==> src/rtl/door_code_pkg.sv <==
// Shared types and constants for the door-lock code sender.
package door_code_pkg;

  typedef enum logic [2:0] {
    IDLE,
    RST,
    SEND,
    WAIT,
    DONE
  } state_t;

  localparam logic [1:0] SYM_0    = 2'b00;
  localparam logic [1:0] SYM_1    = 2'b01;
  localparam logic [1:0] SYM_2    = 2'b10;
  localparam logic [1:0] SYM_NONE = 2'b11;

  localparam logic [2:0] BTN_0    = 3'b001;
  localparam logic [2:0] BTN_1    = 3'b010;
  localparam logic [2:0] BTN_2    = 3'b100;
  localparam logic [2:0] BTN_NONE = 3'b000;

  // Decodes to the button sequence 2,0,1,0,2 (sym0 in the low bits).
  localparam logic [9:0] DEFAULT_CODE = 10'b10_00_01_00_10;

endpackage

==> src/rtl/code_sym_decode.sv <==
// Maps a 2-bit code symbol to a one-hot button drive.
// Purely combinational; no flow control.
module code_sym_decode
  import door_code_pkg::*;
(
  input  logic [1:0] sym,
  output logic [2:0] btn
);

  always_comb begin
    btn = BTN_NONE;
    case (sym)
      SYM_0:   btn = BTN_0;
      SYM_1:   btn = BTN_1;
      SYM_2:   btn = BTN_2;
      default: btn = BTN_NONE;  // SYM_NONE sends no press, i.e. a wrong digit
    endcase
  end

endmodule

==> src/rtl/door_code_sender.sv <==
// Resets the lock, plays the stored code one symbol per clock, then captures pass/fail/timeout.
// start-to-done is 8 cycles (7+RESULT_WAIT on timeout); start/code_ld are ignored while busy.
module door_code_sender #(
  parameter int                    N_SYM        = 5,
  parameter int                    RESULT_WAIT  = 4,
  parameter logic [2*N_SYM-1:0]    DEFAULT_CODE = door_code_pkg::DEFAULT_CODE
) (
  input  logic                 clk,
  input  logic                 reset,
  input  logic                 code_ld,
  input  logic [2*N_SYM-1:0]   code_in,
  input  logic                 start,
  input  logic [1:0]           ld_in,
  output logic [2:0]           btn_out,
  output logic                 lock_rst,
  output logic                 busy,
  output logic                 done,
  output logic                 pass,
  output logic                 fail,
  output logic                 timeout
);

  import door_code_pkg::*;

  localparam int IW = $clog2(N_SYM);
  localparam int WW = $clog2(RESULT_WAIT + 1);

  state_t               state;
  logic [IW-1:0]        idx;
  logic [IW-1:0]        nxt_idx;
  logic [WW-1:0]        wcnt;
  logic [2*N_SYM-1:0]   code_q;
  logic [1:0]           sel_sym;
  logic [2:0]           sel_btn;
  logic                 last_sym;

  // btn_out is registered, so the symbol picked here is the one shown next cycle.
  always_comb begin
    nxt_idx = (state == SEND) ? idx + 1'b1 : '0;
    sel_sym = SYM_NONE;
    for (int k = 0; k < N_SYM; k++) begin
      if (nxt_idx == IW'(k)) sel_sym = code_q[2*k +: 2];
    end
  end

  assign last_sym = (idx == IW'(N_SYM - 1));

  code_sym_decode u_dec (
    .sym (sel_sym),
    .btn (sel_btn)
  );

  // Lock stays in reset whenever this block is in reset.
  assign lock_rst = (state == RST) || !reset;

  always_ff @(posedge clk or negedge reset) begin
    if (!reset) begin
      state   <= IDLE;
      idx     <= '0;
      wcnt    <= '0;
      code_q  <= DEFAULT_CODE;
      btn_out <= BTN_NONE;
      busy    <= 1'b0;
      done    <= 1'b0;
      pass    <= 1'b0;
      fail    <= 1'b0;
      timeout <= 1'b0;
    end else begin
      case (state)
        IDLE: begin
          if (code_ld) code_q <= code_in;
          if (start) begin
            state   <= RST;
            busy    <= 1'b1;
            pass    <= 1'b0;
            fail    <= 1'b0;
            timeout <= 1'b0;
          end
        end
        RST: begin
          state   <= SEND;
          idx     <= '0;
          btn_out <= sel_btn;
        end
        SEND: begin
          if (last_sym) begin
            state   <= WAIT;
            wcnt    <= '0;
            btn_out <= BTN_NONE;
          end else begin
            idx     <= nxt_idx;
            btn_out <= sel_btn;
          end
        end
        WAIT: begin
          // 2'b11 is illegal from the lock and lands in the fail branch.
          if (ld_in == 2'b10) begin
            pass  <= 1'b1;
            done  <= 1'b1;
            state <= DONE;
          end else if (ld_in[0]) begin
            fail  <= 1'b1;
            done  <= 1'b1;
            state <= DONE;
          end else if (wcnt == WW'(RESULT_WAIT - 1)) begin
            timeout <= 1'b1;
            done    <= 1'b1;
            state   <= DONE;
          end else begin
            wcnt <= wcnt + 1'b1;
          end
        end
        DONE: begin
          done  <= 1'b0;
          busy  <= 1'b0;
          state <= IDLE;
        end
        default: state <= IDLE;
      endcase
    end
  end

endmodule

==> config.mk <==
export PLATFORM = sky130hd
export DESIGN_NAME = door_code_sender
export DESIGN_NICKNAME = d
export VERILOG_FILES = /design/src/rtl/door_code_pkg.sv /design/src/rtl/code_sym_decode.sv /design/src/rtl/door_code_sender.sv
export SDC_FILE = /design/constraint.sdc
export NUM_CORES = 1
export LEC_CHECK = 0
export CAP_MARGIN = 25
export CORE_AREA = 10 10 55 89
export DETAILED_ROUTE_END_ITERATION = 8
export DIE_AREA = 0 0 65 99
export PLACE_DENSITY = 0.72
export SLEW_MARGIN = 30
export SYNTH_ARGS = -nofsm -noshare
export SYNTH_HDL_FRONTEND = slang
export SYNTH_HIERARCHICAL = 1
export SYNTH_SLANG_ARGS = --single-unit
==> constraint.sdc <==
create_clock -name clk -period 4.7 [get_ports clk]
set_input_delay 0.47 -clock clk [delete_from_list [all_inputs] [get_ports clk]]
set_output_delay 0.47 -clock clk [all_outputs]
set_load 0.05 [all_outputs]
; ---- Word-level counts from Yosys, hierarchy flattened
; Index checks and enable logic that the tools add are counted.
[word_totals]
elab_cells = 91
regBits = 27
[classes]
add_sub_neg = 2
reduce_logical = 19
muxes = 37
eq_ne = 23
[op_table]
columns = operator, n
row1 = $mux W3, 12
row2 = $ne A2 B2 Y1 const B, 9
row3 = $pmux W3 S2, 3
row4 = $eq A3 B2 Y1 const B, 5
row5 = $pmux W3 S4, 1
row6 = $mux W1, 10
row7 = $mux W2, 5
row8 = $pmux W1 S2, 5
row9 = $reduce_and A5 Y1, 2
row10 = $reduce_bool A2 Y1, 5
row11 = $eq A3 B3 Y1 const B, 3
row12 = $pmux W3 S3, 1
row13 = $reduce_and A2 Y1, 4
row14 = $add A3 B1 Y3 const B, 2
row15 = $eq A3 B1 Y1 const B, 2
row16 = $logic_not A3 Y1, 2
row17 = $reduce_and A3 Y1, 2
row18 = $eq A2 B2 Y1 const B, 2
row19 = $ne A4 B4 Y1 const B, 1
row20 = $reduce_and A4 Y1, 1
row21 = $eq A2 B1 Y1 const B, 1
row22 = $logic_not A2 Y1, 1
row23 = $logic_not A1 Y1, 1
row24 = $logic_or A1 B1 Y1, 1

; ---- Logic depth before layout (Yosys ltp)
; Gate-level depths: netlist (run 1).
[logic_depth]
ltp_word = 12
ltp_mapped = 11

; ---- Modules after synthesis
; The synthesis (run 1) kept the hierarchy.
[by_module_without_submodules]
columns = mod, area_each_um2, seq_area_each_um2, cells_each, instances
row1 = door_code_sender, 1451.4, 679.4, 147, 1
row2 = code_sym_decode, 18.8, 0.0, 3, 1

; ---- Worst setup path before layout (run 1)
; Ideal clock, no wire load.
[synth_timing]
path_kind = register -> output
start = register state[2]
end = output port lock_rst
required_ns = 4.230
path_slack_ns = 2.367
t_arrival_ns = 1.863
path_stages_with_launch = 4
path_cell_list = dfrtp_1 clkbuf_1 nand2b_1 o21ai_0
[synth_between]
elab_chain_cells = 2
[synth_lines]
columns = element, line_no
row1 = from (decl), door_code_sender.sv:28  ; state_t state;
row2 = from (signal assigned), door_code_sender.sv:58  ; state <= IDLE;
row3 = from (signal assigned), door_code_sender.sv:73  ; state <= RST;
row4 = from (signal assigned), door_code_sender.sv:81  ; state <= SEND;
row5 = $eq A3 B1 Y1, door_code_sender.sv:54  ; assign lock_rst = (state == RST) || !reset;
row6 = $logic_or A1 B1 Y1, door_code_sender.sv:54
row7 = to (decl), door_code_sender.sv:15  ; output logic lock_rst,
; Every way passes these cells.

; ---- Worst setup path in the final report (run 1)
[layout_timing]
start = register state[0]
end = output port lock_rst
; The elaborated chain is that of the path after synthesis.

==> results of run 1 <==
registers in the layout (all words and copies together) (netlist names):
name / cells
btn_out: 3
busy: 1
code_q: 10
done: 1
fail: 1
idx: 3
pass: 1
state: 3
timeout: 1
wcnt: 3
worst min path at each step:
stage | startpoint | to | slack (ns)
2_1_floorplan | reset | btn_out[0] | 0.17
3_3_place_gp | code_q[2] | code_q[2] | 0.49
3_5_place_dp | code_q[5] | code_q[5] | 0.49
4_1_cts | code_q[5] | code_q[5] | 0.51
5_1_grt | code_q[5] | code_q[5] | 0.54
6_report | code_q[5] | code_q[5] | 0.51
power by group through the flow:
stage               combinational, uW  sequential, uW  clock [uW]
global route                      778             502         142
global placement                  670             471           0
floorplan                         523             483           0
detailed placement                699             483           0
finish                            700             480         129
CTS                               702             478         134
kinds of logic after synthesis:
logic type / after synthesis / synth area share (%)
flip-flops: 27 / 46.21
multiplexers: 12 / 9.106
AO/OA/AOI/OAI: 43 / 19.83
buffers and inverters: 15 / 4.425
adder cells (fa/ha/maj): 4 / 3.404
XOR/XNOR: 2 / 1.192
AND/OR/NAND/NOR: 47 / 15.83
routing by layer:
metal	part of all wire [%]	vias to the layer above	wire, um	global-route usage (%)
met5	0	-	0	0
met4	1.3	0	44	5.132
met3	4.6	4	151	2.041
met2	54	31	1782	19.51
met1	40	587	1304	10.60
li1	-	571	-	-
per-stage QoR:
step	hold WS (ns)	instance area, um2	std cells
2_1_floorplan	0.1744	1470	150
3_3_place_gp	0.4898	1738	211
3_5_place_dp	0.4936	1738	211
4_1_cts	0.5148	1783	215
5_1_grt	0.5365	1792	215
6_report	0.5083	1792	215
critical path, cell delays in order, from the launching register on:
cell	delay (ns)
dfrtp_1	0.78
nand2b_1	0.18
o21ai_0	0.19
clkdlybuf4s50_1	0.83
area by class of cell:
class	instances	area [um2]
clock buffers	4	45.04
flip-flops and latches	27	679.4
well taps	45	56.30
inverters	6	22.52
multi-input cells	108	740.7
fillers	334	1607
repair buffers	25	247.7
cells in the final DEF, fill, tap and decap left out, types with 6 or more instances in the layout:
cell type,netlist,routed
dfrtp_1,24,24
nor2_1,16,16
nor2b_1,7,7
a21oi_1,16,16
clkdlybuf4s50_1,0,24
mux2_2,11,11
inv_1,6,6
nand2_1,11,11
==> out/summary.txt, run 1 <==
===========================================================================================
Status ....................................................................... finished clean
Cell at the root of the clock tree ...........................................     clkbuf_8
Post-Route Skew ..............................................................  0.001922 ns
Post-cts resize count ........................................................            0
Switching part of the total power ............................................       43.62%
Mean post-synth cell area ....................................................    9.801 um2
Vias after detailed routing ..................................................         1193
Total grt overflow ...........................................................            0
Startpoint of the lowest-slack register-to-register path .....................       idx[0]
Num CTS Buffers ..............................................................            3
Latest clock arrival within the worst-skew pair ..............................      0.27 ns
Most used standard cell by instance count after synthesis ....................      dfrtp_1
Synthesized netlist cell count ...............................................          150
Wire length of the first global-routing pass .................................      5582 um
Seq pwr share ................................................................        36.7%
Data required time at the worst endpoint .....................................      4.23 ns
Ys async rst share ...........................................................       100.0%
Port buffer count ............................................................           24
Total Wirelength .............................................................      3282 um
Via count of the first global-routing pass ...................................         1256
Die outline area ............................................................. 0.006435 mm2
Design internal power ........................................................     738.2 uW
Area of the core ............................................................. 0.003398 mm2
Largest fanout of any net on the critical path ...............................           20
Path depth of the worst reg2reg path .........................................            9
CTS hold repair buffers ......................................................            0
Share of the yosys chip area belonging to registers ..........................       46.21%
Reg-to-reg critical path endpoint ............................................   btn_out[2]
Area delta synth->final ......................................................       21.87%
Final net count ..............................................................          191
Clock network fraction of total power ........................................         9.9%
Share of final-layout standard cells stronger than drive strength 1 ..........       14.71%
Type of destination of the critical path .....................................   output pin
Critical Path Sink ...........................................................     lock_rst
Antenna violations before repair .............................................            0
Switching pwr ................................................................     571.2 uW
Setup total negative slack ...................................................         0 ns
Overall power of the completed layout ........................................      1309 uW
H-tree depth .................................................................            1
Synth Net Count ..............................................................          170
Commonest cells in the synthesized netlist ................................... 24 x dfrtp_1, 16 x a21oi_1, 16 x nor2_1
Clock-pin slew on the worst setup and hold paths .............................      0.09 ns
Residual DRC .................................................................            0
Drt pass-1 iters .............................................................            4
Warnings from Yosys ..........................................................            6
Die Wd .......................................................................        65 um
Total clock sinks ............................................................           27
Highest ir drop seen on vdd ..................................................    0.3320 mV
Post-DP HPWL .................................................................      2526 um
Transition time at the pin with the least slew margin ........................    0.6647 ns
Total standard cell area after synthesis ..................................... 0.001470 mm2
WL per Instance ..............................................................     15.27 um
Final count of negative-setup-slack endpoints ................................            0
Weighted congestion at the end of routability-driven global placement ........       0.8153
Startpoint-to-endpoint class of the critical path ............................ register to output pin
Average via count per standard cell ..........................................        5.549
EDFF count, synth ............................................................            0
Data arrival time of the critical path .......................................      2.25 ns
Deepest clock path buffer count ..............................................            2
Headroom to the max-slew limit ...............................................       55.69%
Cell taking the most area after synthesis ....................................      dfrtp_1
Overall global routing resource usage ........................................       10.50%
CP Launch Type ...............................................................     register
Height of the die ............................................................        99 um
Minimum clock period after layout ............................................     2.724 ns
Diodes inserted ..............................................................            0
Area share of the leading cell type in the synthesized netlist ...............       40.85%
Fmax .........................................................................    367.1 MHz
Utilization after layout .....................................................       52.72%
Initial cell density of the core .............................................       43.26%
Most common flop cell mapped by yosys ........................................      dfrtp_1
Pleak ........................................................................ 0.0007530 uW
Number of top-level pins .....................................................           25
Number of design-rule violations left by the first detailed-router iteration .           42
Total setup buffers inserted after CTS .......................................            0
Max-slew violation total from the final report ...............................            0
Number of register bits inferred by synthesis ................................           27
PwrDens ...................................................................... 730.8 mW/mm2
Setup repair after global routing missed its margin ..........................        false
Standard-cell row count ......................................................           28
Largest net degree at the start of global routing ............................           29
Number of different library cells in the post-synthesis netlist ..............           39
Hold Fails Final Rpt .........................................................            0
Combinational Power Share ....................................................        53.5%
Final ANT Viol Nets ..........................................................            0
Count of cells along the worst hold path .....................................            1
Maxcap violations ............................................................            0
Synth top area cells ......................................................... dfrtp_1 41%, mux2_2 8.4%, a21oi_1 5.4%
Setup slack at placement .....................................................     2.075 ns
Part of the cycle the worst path needs .......................................       57.96%
Worst min-delay path category ................................................ register to register
Final setup slack of the worst path ..........................................     1.976 ns
Setup slack of the worst register-to-register path ...........................      2.13 ns
Critical Path Start ..........................................................     state[0]
Clock tree from TritonCTS ....................................................        built
===========================================================================================
Note: power is estimated with default switching activity, not from simulation.
==> inputs of run 2 (changes only) <==
clock period = 2.6 ns   (was 4.7 ns; I/O delays follow)
==> run 2 against run 1 <==
  * Register-to-register slack lost 1.9 ns
  * Global-route usage about the same
  * Hold slack got worse by 0.14 ns
  * Largest cell class unchanged
  * Wire length grew 2.1%
  * Cell area up 1.5%
==> out/summary.txt, run 2 (synthesis gave the netlist of run 1 again) <==
===========================================================================================
Status ....................................................................... finished clean   unchanged
Wire length of the first global-routing pass .................................      5637 um   was 5582 um
Startpoint-to-endpoint class of the critical path ............................ register to register   was register to output pin
Number of design-rule violations left by the first detailed-router iteration .           29   was 42
Fmax .........................................................................    420.5 MHz
Number of flip-flops in the largest register .................................           10   unchanged
Height of the die ............................................................        99 um   unchanged
Via count of the first global-routing pass ...................................         1302   was 1256
Overall global routing resource usage ........................................       10.54%   was 10.50%
Data required time at the worst endpoint .....................................      2.77 ns   was 4.23 ns
Vias after detailed routing ..................................................         1227   was 1193
Part of the cycle the worst path needs .......................................       91.47%
Transition time at the pin with the least slew margin ........................    0.5080 ns   was 0.6647 ns
Highest ir drop seen on vdd ..................................................    0.6633 mV   was 0.3320 mV
Type of destination of the critical path .....................................     register   was output pin
Port buffer count ............................................................           24   unchanged
Largest fanout of any net on the critical path ...............................            7   was 20
Standard-cell row count ......................................................           28   unchanged
Hold Fails Final Rpt .........................................................            0   unchanged
Pleak ........................................................................ 0.0007733 uW   was 0.0007530 uW
Headroom to the max-slew limit ...............................................       66.03%   was 55.69%
PwrDens ......................................................................  1331 mW/mm2   was 730.8 mW/mm2
Total clock sinks ............................................................           27   unchanged
Drt pass-1 iters .............................................................            4   unchanged
Share of final-layout standard cells stronger than drive strength 1 ..........       18.29%   was 14.71%
H-tree depth .................................................................            1   unchanged
Weighted congestion at the end of routability-driven global placement ........       0.7890   was 0.8153
Deepest clock path buffer count ..............................................            2   unchanged
Die Wd .......................................................................        65 um   unchanged
Setup total negative slack ...................................................         0 ns   unchanged
Startpoint of the lowest-slack register-to-register path .....................       idx[0]   unchanged
Register Area ................................................................    680.7 um2   was 679.4 um2
Area of the core ............................................................. 0.003398 mm2   unchanged
Largest register by flop count ...............................................       code_q   unchanged
Post-Route Skew ..............................................................  0.004311 ns   was 0.001922 ns
Data arrival time of the critical path .......................................      2.54 ns   was 2.25 ns
# fillers ....................................................................          326   was 334
Total setup buffers inserted after CTS .......................................            0   unchanged
Average via count per standard cell ..........................................        5.577   was 5.549
Latest clock arrival within the worst-skew pair ..............................      0.28 ns   was 0.27 ns
Antenna violations before repair .............................................            0   unchanged
Final count of negative-setup-slack endpoints ................................            0   unchanged
Cell at the root of the clock tree ...........................................     clkbuf_8   unchanged
Critical Path Start ..........................................................       idx[0]   was state[0]
Most used cells in the layout excluding fill and tap cells ................... 23 x dfrtp_1, 23 x clkdlybuf4s50_1, 16 x nor2_1, 16 x a21oi_1   was 24 x dfrtp_1, 24 x clkdlybuf4s50_1, 16 x nor2_1, 16 x a21oi_1
Minimum clock period after layout ............................................     2.378 ns
Post-DP HPWL .................................................................      2637 um   was 2526 um
CTS hold repair buffers ......................................................            0   unchanged
Diodes inserted ..............................................................            0   unchanged
Area delta synth->final ......................................................       23.74%   was 21.87%
Utilization after layout .....................................................       53.53%   was 52.72%
Die outline area ............................................................. 0.006435 mm2   unchanged
Residual DRC .................................................................            0   unchanged
Worst min-delay path category ................................................ input port to asynchronous set/reset pin   was register to register
Clock tree from TritonCTS ....................................................        built   unchanged
WL per Instance ..............................................................     15.24 um   was 15.27 um
Maxcap violations ............................................................            0   unchanged
Total grt overflow ...........................................................            0   unchanged
Area occupied by multi-input gates ...........................................    732.0 um2   was 740.7 um2
Final ANT Viol Nets ..........................................................            0   unchanged
Final net count ..............................................................          196   was 191
Num CTS Buffers ..............................................................            3   unchanged
CP Launch Type ...............................................................     register   unchanged
Clock-pin slew on the worst setup and hold paths .............................      0.09 ns   about the same
Post-cts resize count ........................................................            0   unchanged
Largest net degree at the start of global routing ............................           28   was 29
Setup repair after global routing missed its margin ..........................        false   unchanged
Number of top-level pins .....................................................           25   unchanged
Total Wirelength .............................................................      3352 um   was 3282 um
Initial cell density of the core .............................................       43.26%   unchanged
Max-slew violation total from the final report ...............................            0   unchanged
===========================================================================================
-- run 2: cell types whose count changed in the layout (fill, tap and decap cells not counted) --
cell	delta
nor4b_2	+1
dfrtp_1	-1
nor4b_4	-1
buf_4	+6
clkdlybuf4s50_1	-1
dfrtp_2	+1
-- run 2: path summary, 6_finish.rpt --
check / slack [ns] / to / cells after the start
setup reg to reg: 0.22 / btn_out[2] / 9
min in group clk: 0.52 / code_q[6] / 1
max in group asynchronous: 1.92 / code_q[9] / 2
hold reg to reg: 0.52 / code_q[6] / 1
hold / removal: 0.37 / wcnt[2] / 2
setup / recovery: 0.22 / btn_out[2] / 9
-- run 2: per-stage QoR --
step	instance area (um2)	std cells	power, uW	hold slack, ns	worst slack, ns
2_1_floorplan	1470	150	1818	-0.03559	0.2715
3_3_place_gp	1773	216	2110	0.4927	0.2605
3_5_place_dp	1773	216	2184	0.5003	0.1957
4_1_cts	1818	220	2432	0.3949	0.1717
5_1_grt	1819	220	2620	0.4066	0.03510
6_report	1819	220	2421	0.3725	0.2218
-- run 2: layout make-up --
| class | instances | share of cell area, % |
|---|---|---|
| Inverter | 6 | 1.238 |
| Multi-Input combinational cell | 108 | 40.23 |
| Clock buffer | 4 | 2.476 |
| Sequential cell | 27 | 37.41 |
| Timing Repair Buffer | 30 | 15.54 |
| Tap cell | 45 | 3.095 |
-- run 2: worst max-delay path, cell delays in order (launching register included) --
cell and delay (ns):
dfrtp_2 0.42, inv_1 0.08, ha_1 0.38, nor2_1 0.07, a221o_1 0.33, o311ai_0 0.10
nand3_1 0.17, and2b_2 0.23, a22o_1 0.20, a221o_1 0.28
-- run 2: power by group --
group          internal [uW]  switching (uW)  leakage (uW)  total, uW
registers                631             142      0.000330        773
clock network            110             133     0.0000228        243
logic                    630             776      0.000421       1410
total                   1370            1050      0.000773       2420
-- run 2: metal layers --
layer / track usage (%) / wire (um) / vias to the layer above / share of wire [%]
met3: 2.381 / 143 / 6 / 4.3
met5: 0 / 0 / - / 0
met1: 10.43 / 1317 / 603 / 39
li1: - / - / 587 / -
met2: 19.82 / 1836 / 31 / 55
met4: 4.636 / 55 / 0 / 1.6
==> inputs of run 3 (changes only) <==
PLACE_DENSITY = 0.63   (was 0.72)
==> run 3 against run 2 <==
  * Critical endpoint unchanged
  * Register-to-register slack worse by 0.04 ns
  * Via count up 0.41%
  * Fmax down 1.6%
  * Sequential cell count unchanged
  * Count of clock-buffer cells in the layout unchanged
  * First-iteration DRC count up 55%
  * Critical path depth unchanged
==> out/summary.txt, run 3 (synthesis gave the netlist of run 1 again) <==
===========================================================================================
Most frequent cell on the critical path ......................................      a221o_1   unchanged
Number of top-level pins .....................................................           25   unchanged
Area of the core ............................................................. 0.003398 mm2   unchanged
Residual DRC .................................................................            0   unchanged
Number of flip-flops in the largest register .................................           10   unchanged
Area occupied by multi-input gates ...........................................    732.0 um2   unchanged
Total clock sinks ............................................................           27   unchanged
Crit path largest cell delay .................................................      0.44 ns   was 0.42 ns
Setup total negative slack ...................................................         0 ns   unchanged
Headroom to the max-slew limit ...............................................       66.33%   was 66.03%
Share of final-layout standard cells stronger than drive strength 1 ..........       17.71%   was 18.29%
Average via count per standard cell ..........................................        5.600   was 5.577
Post-cts resize count ........................................................            0   unchanged
Startpoint-to-endpoint class of the critical path ............................ register to register   unchanged
Largest register by flop count ...............................................       code_q   unchanged
Slowest CP cell ..............................................................      dfrtp_1   was dfrtp_2
Data required time at the worst endpoint .....................................      2.76 ns   was 2.77 ns
Data arrival time of the critical path .......................................      2.58 ns   was 2.54 ns
H-tree depth .................................................................            1   unchanged
Final ANT Viol Nets ..........................................................            0   unchanged
Vias after detailed routing ..................................................         1232   was 1227
Maxcap violations ............................................................            0   unchanged
Most used cells in the layout excluding fill and tap cells ................... 24 x dfrtp_1, 23 x clkdlybuf4s50_1, 16 x nor2_1, 16 x a21oi_1   was 23 x dfrtp_1, 23 x clkdlybuf4s50_1, 16 x nor2_1, 16 x a21oi_1
Die Wd .......................................................................        65 um   unchanged
Utilization after layout .....................................................       53.50%   was 53.53%
Max-slew violation total from the final report ...............................            0   unchanged
Register Area ................................................................    679.4 um2   was 680.7 um2
Type of destination of the critical path .....................................     register   unchanged
Hold Fails Final Rpt .........................................................            0   unchanged
Height of the die ............................................................        99 um   unchanged
Part of the cycle the worst path needs .......................................       92.94%   was 91.47%
Status ....................................................................... finished clean   unchanged
CP Launch Type ...............................................................     register   unchanged
Crit-path cells .............................................................. inv_1, ha_1, nor2_1, a221o_1, o311ai_0, nand3_1, and2b_2, a22o_1, a221o_1   unchanged
Largest net degree at the start of global routing ............................           28   unchanged
Number of design-rule violations left by the first detailed-router iteration .           45   was 29
Deepest clock path buffer count ..............................................            2   unchanged
Post-Route Skew ..............................................................  0.005878 ns   was 0.004311 ns
Diodes inserted ..............................................................            0   unchanged
Clock tree from TritonCTS ....................................................        built   unchanged
Initial cell density of the core .............................................       43.26%   unchanged
Antenna violations before repair .............................................            0   unchanged
Total grt overflow ...........................................................            0   unchanged
Drt pass-1 iters .............................................................            4   unchanged
Via count of the first global-routing pass ...................................         1282   was 1302
Total setup buffers inserted after CTS .......................................            0   unchanged
Latest clock arrival within the worst-skew pair ..............................      0.27 ns   was 0.28 ns
Die outline area ............................................................. 0.006435 mm2   unchanged
Post-DP HPWL .................................................................      2715 um   was 2637 um
WL per Instance ..............................................................     15.64 um   was 15.24 um
Final net count ..............................................................          196   unchanged
Pleak ........................................................................ 0.0007745 uW   was 0.0007733 uW
Port buffer count ............................................................           24   unchanged
PwrDens ......................................................................  1327 mW/mm2   was 1331 mW/mm2
Setup repair after global routing missed its margin ..........................        false   unchanged
Minimum clock period after layout ............................................     2.417 ns   was 2.378 ns
Standard-cell row count ......................................................           28   unchanged
# fillers ....................................................................          321   was 326
Overall global routing resource usage ........................................       10.76%   was 10.54%
Largest fanout of any net on the critical path ...............................            7   unchanged
Fmax .........................................................................    413.8 MHz   was 420.5 MHz
Highest ir drop seen on vdd ..................................................    0.6271 mV   was 0.6633 mV
Leading cell type in the layout, fill and taps excluded ......................      dfrtp_1
Transition time at the pin with the least slew margin ........................    0.5034 ns   was 0.5080 ns
Total Wirelength .............................................................      3441 um   was 3352 um
Wire length of the first global-routing pass .................................      5664 um   was 5637 um
Clock-pin slew on the worst setup and hold paths .............................      0.09 ns   about the same
Weighted congestion at the end of routability-driven global placement ........       0.8350   was 0.7890
CTS hold repair buffers ......................................................            0   unchanged
Worst min-delay path category ................................................ input port to asynchronous set/reset pin   unchanged
Num CTS Buffers ..............................................................            3   unchanged
Final hold slack .............................................................    0.3884 ns   was 0.3725 ns
Area delta synth->final ......................................................       23.66%   was 23.74%
Cell at the root of the clock tree ...........................................     clkbuf_8   unchanged
Final count of negative-setup-slack endpoints ................................            0   unchanged
===========================================================================================
run 3: cell counts in the layout (fill, tap and decap cells not counted):
No cell type changed its count.
run 3: metrics by stage:
stage / worst slack [ns] / instance area [um2] / std cells / power [uW]
2_1_floorplan: 0.2715 / 1470 / 150 / 1818
3_3_place_gp: 0.2499 / 1773 / 216 / 2126
3_5_place_dp: 0.1699 / 1773 / 216 / 2195
4_1_cts: 0.1725 / 1818 / 220 / 2437
5_1_grt: 0.01539 / 1818 / 220 / 2614
6_report: 0.1835 / 1818 / 220 / 2412
run 3: final timing paths:
path | start | endpoint | slack [ns] | depth (start not counted)
min in group clk | code_q[6] | code_q[6] | 0.51 | 1
hold reg to reg | code_q[6] | code_q[6] | 0.51 | 1
setup / recovery | idx[0] | btn_out[2] | 0.18 | 9
setup reg to reg | idx[0] | btn_out[2] | 0.18 | 9
hold / removal | reset | done | 0.39 | 2
max in group asynchronous | reset | code_q[4] | 1.91 | 2
run 3: per-layer routing:
layer  vias up  share of wire (%)  track usage (%)
li1        588                  -                -
met1       597                 39            11.08
met2        39                 54            19.59
met3         8                5.1            2.721
met4         0                2.2            4.636
met5         -                  0                0
run 3: worst max-delay path, delay by kind of cell (launching register included):
kind	cells	cell delay, ns
flops	1	0.44
simple gates	3	0.48
compound gates	4	0.92
buf+inv	1	0.10
fa+ha+maj	1	0.39
run 3: layout make-up:
type	count	share of cell area (%)
multi-input combinational	108	40.26
sequential	27	37.37
timing repair buffer	30	15.55
clock buffer	4	2.478
tap	45	3.097
inverter	6	1.239
run 3: report_power, final:
part / leakage [uW] / total [uW] / switching (uW) / internal, uW
combinational: 0.000421 / 1410 / 780 / 629
clock: 0.0000228 / 233 / 123 / 110
sequential: 0.000331 / 770 / 141 / 630
